==> config.mk <==
export PLATFORM = sky130hd
export DESIGN_NAME = pokey_poly_gen
export DESIGN_NICKNAME = d
export VERILOG_FILES = /design/src/rtl/pokey_poly_gen.sv
export SDC_FILE = /design/constraint.sdc
export NUM_CORES = 1
export LEC_CHECK = 0
export BUFFER_PORTS_ARGS = -buffer_cell sky130_fd_sc_hd__buf_2
export CAP_MARGIN = 10
export CELL_PAD_IN_SITES_DETAIL_PLACEMENT = 0
export CELL_PAD_IN_SITES_GLOBAL_PLACEMENT = 2
export CORE_ASPECT_RATIO = 1.2
export CORE_MARGIN = 2
export CORE_UTILIZATION = 39
export CTS_CLUSTER_DIAMETER = 40
export DETAILED_ROUTE_END_ITERATION = 8
export GPL_ROUTABILITY_DRIVEN = 1
export PLACE_DENSITY_LB_ADDON = 0.1
export SETUP_SLACK_MARGIN = 0.02
export SYNTH_ARGS = -nofsm -noshare
export SYNTH_HDL_FRONTEND = slang
export SYNTH_SLANG_ARGS = --single-unit
==> constraint.sdc <==
create_clock -name clk -period 1.3 [get_ports clk]
set_input_delay 0.13 -clock clk [delete_from_list [all_inputs] [get_ports clk]]
set_output_delay 0.13 -clock clk [all_outputs]
set_load 0.01 [all_outputs]
==> src/rtl/pokey_poly_gen.sv <==
// POKEY polynomial noise generators: 4/5/9/17-bit XNOR LFSRs stepped by a 1.79 MHz strobe.
// Feeds the audio noise filters and the RANDOM register.
module pokey_poly_gen (
    input  logic       clk,
    input  logic       reset,
    input  logic       enable,
    input  logic       init,
    input  logic       poly9_select,
    output logic       noise_4,
    output logic       noise_5,
    output logic       noise_large,
    output logic [7:0] rand_out,
    output logic       noise_step
);

    logic [3:0]  p4;
    logic [4:0]  p5;
    logic [8:0]  p9;
    logic [16:0] p17;

    logic fb4, fb5, fb9, fb17;

    // XNOR feedback keeps all-zero as a legal state, so reset and init can simply clear.
    assign fb4  = ~(p4[3]   ^ p4[2]);
    assign fb5  = ~(p5[4]   ^ p5[2]);
    assign fb9  = ~(p9[8]   ^ p9[4]);
    assign fb17 = ~(p17[16] ^ p17[13]);

    always_ff @(posedge clk or posedge reset) begin
        if (reset) begin
            p4         <= '0;
            p5         <= '0;
            p9         <= '0;
            p17        <= '0;
            noise_step <= 1'b0;
        end else if (init) begin
            p4         <= '0;
            p5         <= '0;
            p9         <= '0;
            p17        <= '0;
            noise_step <= 1'b0;
        end else if (enable) begin
            p4         <= {p4[2:0],   fb4};
            p5         <= {p5[3:0],   fb5};
            p9         <= {p9[7:0],   fb9};
            p17        <= {p17[15:0], fb17};
            noise_step <= 1'b1;
        end else begin
            noise_step <= 1'b0;
        end
    end

    // Both long polynomials always run; the select only steers which one is seen.
    assign noise_4     = p4[3];
    assign noise_5     = p5[4];
    assign noise_large = poly9_select ? p9[8]   : p17[16];
    assign rand_out    = poly9_select ? p9[8:1] : p17[16:9];

endmodule

==> impl_results.md <==
* Status: complete, no violations
* Biggest area consumer among synthesized cells: dfrtp_1
* Post-DP HPWL at 1690 um
* Tcrit/Tclk final at 95.1%
* Asr flop ratio synth at 100%
* Placed instance count at 195
* Core area at 3970 um2
* Pwr dens at 1120 nW/um2
* Sequential Power Share at 56.5%
* Worst Tran Pin Value at 0.451 ns
* Crit end category: output port
* Crit path time final at 1.24 ns
* Fin util at 46.0%
* Crit path DAT at 1.11 ns
* Share of layout cells above drive strength 1 at 24.8%
* Leak Pwr at 0.00101 uW
* # DRC at 0
* Final-report setup violation count at 0
* Sink Count at 36
* Critical Path Source Type: flop
* Clock Power Share at 36.0%
* Req. time, crit path at 1.17 ns
* Switch Pwr at 476 uW
* IO Pins at 17
* Vias per inst at 4.68
* Vias in the first global route at 964
* Cts bufs inserted at 5
* Comb power frac at 7.4%
* Synth warn at 0
* Flops & latches, synth at 36
* Switching share of power at 23.3%
* Detail-routed net length per standard cell at 13.2 um
* Width of the die at 62.8 um
* Max frequency at 0.809 GHz
* Post-Syn Area at 1620 um2
* Int Power at 1570 uW
* Initial antenna violation count at 0
* Yosys cell types at 13
* Most common library cells after synthesis: dfrtp_1, mux2i_1, nor2_1
* Post-synth EDFFs at 0
* Starting Density at 40.7%
* Drt first pass iters at 4
* Row cnt at 25
* Syn Area/Cell at 12.3 um2
* Max-slew violations at 0
* Gr usage total at 13.3%
* Hold violation count in the final report at 0
* Relative slew slack at 69.9%
* Die height at 74.6 um
* Placer congestion estimate at 0.685
* Area share of the largest cell type after synthesis at 55.7%
* Final Skew at 0.00721 ns
* WL final at 2730 um
* Class of the worst hold path: input pin to flop
* Port buffer count at 16
* Register area share after synthesis at 55.7%
* Finished Layout Cells at 207
* Drt initial violations at 29
* H-tree depth at 2
* CTS max path bufs at 2
* Setup TNS at 0 ns
* Largest net degree at the start of global routing at 37
* CTS tree: done
* Cells after synthesis at 131
* ANT cells at 0
* Grt total ovfl at 0
* Clk_lat worst skew at 0.28 ns
* Clock-pin slew on the worst setup and hold paths at 0.07 ns
* Most common cell in the synthesized netlist: dfrtp_1
* Syn nets at 136
* Final nets at 158
* Peak VDD IR at 0.000568 V
* Critical path peak fanout at 3
* Setup CP Type: flop to output port
* Synth Flop Type: dfrtp_1
* Area contributors post-synth: dfrtp_1, mux2i_1, nor2_1, mux2_2, buf_12
* Syn-to-layout area delta at 13.0%
* Setup repair after global routing missed its margin: no
* Total die area at 4680 um2
* First-pass GRT wire length at 4690 um
* Max-cap viol count at 0
* Root Driver: clkbuf_8
* DRT antenna net count at 0
* Vias at 968
==> final timing paths <==
path / startpoint / to / slack [ns] / cells after the start
worst max-delay path: p17[16] / noise_large / 0.06 / 2
worst min-delay path: init / p5[2] / 0.20 / 3
worst max register to register: p9[4] / p9[0] / 0.38 / 3
worst min register to register: p5[1] / p5[2] / 0.51 / 2
max in group asynchronous: reset / p5[4] / 0.48 / 4
min in group asynchronous: reset / p17[13] / 0.49 / 4
==> flip-flops by register name, summed over array words and instances, names as in the netlist <==
name	count
noise_step	1
p5	5
p9	9
p17	17
p4	4
==> routing by layer <==
metal  vias up  global-route usage [%]  routed length, um
li1        472                       -                  -
met1       471                    16.4               1290
met2        19                    21.6               1270
met3         6                    4.39                115
met4         0                    5.93                 53
met5         -                       0                  0
==> cell families (layout without fill, tap and decap cells) <==
family	after synthesis	in the layout	share of synthesized area (%)
compound gates	4	4	1.55
xor+xnor	4	4	2.17
buf+inv	12	34	6.73
flops	36	36	55.7
mux	39	39	24.7
simple gates	36	36	9.13
==> critical path: stages, from the launching register on <==
cell and delay [ns]:
dfrtp_1 0.41, mux2_2 0.28, buf_2 0.14
==> final cells by class <==
class	instances	area, um2
repair buffers	25	163
multi-input cells	83	612
inverters	2	7.51
flip-flops and latches	36	901
fillers	405	2140
clock buffers	6	72.6
clock inverters	1	5.00
well taps	54	67.6
==> power groups by stage <==
stage,Combinational (uW),Clock [uW],Sequential [uW]
after global placement,150,0,1180
final,151,737,1160
after detailed placement,153,0,1180
after global routing,169,830,1160
after floorplan,133,0,1170
after CTS,155,782,1160
==> stage by stage <==
step	total power [uW]	worst slack (ns)	hold WS, ns	instance area [um2]
after global routing	2160	0.0171	0.216	1830
after CTS	2090	0.0238	0.196	1790
after detailed placement	1330	0.332	0.269	1710
after floorplan	1310	0.345	0.297	1620
final	2040	0.0636	0.199	1830
after global placement	1330	0.343	0.253	1710
==> timing repair <==
item / CTS / global route
setup buffers: 0 / 4
resized for setup: 0 / 1
hold endpoints to repair: 36 / 0
hold buffers: 1 / 0
setup endpoints to repair: 0 / 5
==> placed cells by master (no fill, tap or decap), drive strengths merged <==
master       instances
clkinv               1
nor2                31
buf                 24
inv                  2
xor2                 4
clkbuf               6
dfrtp               36
nand2b               5
o22ai                4
dlygate4sd3          1
mux2i               31
mux2                 8
Power figures use the tool's default switching activity.
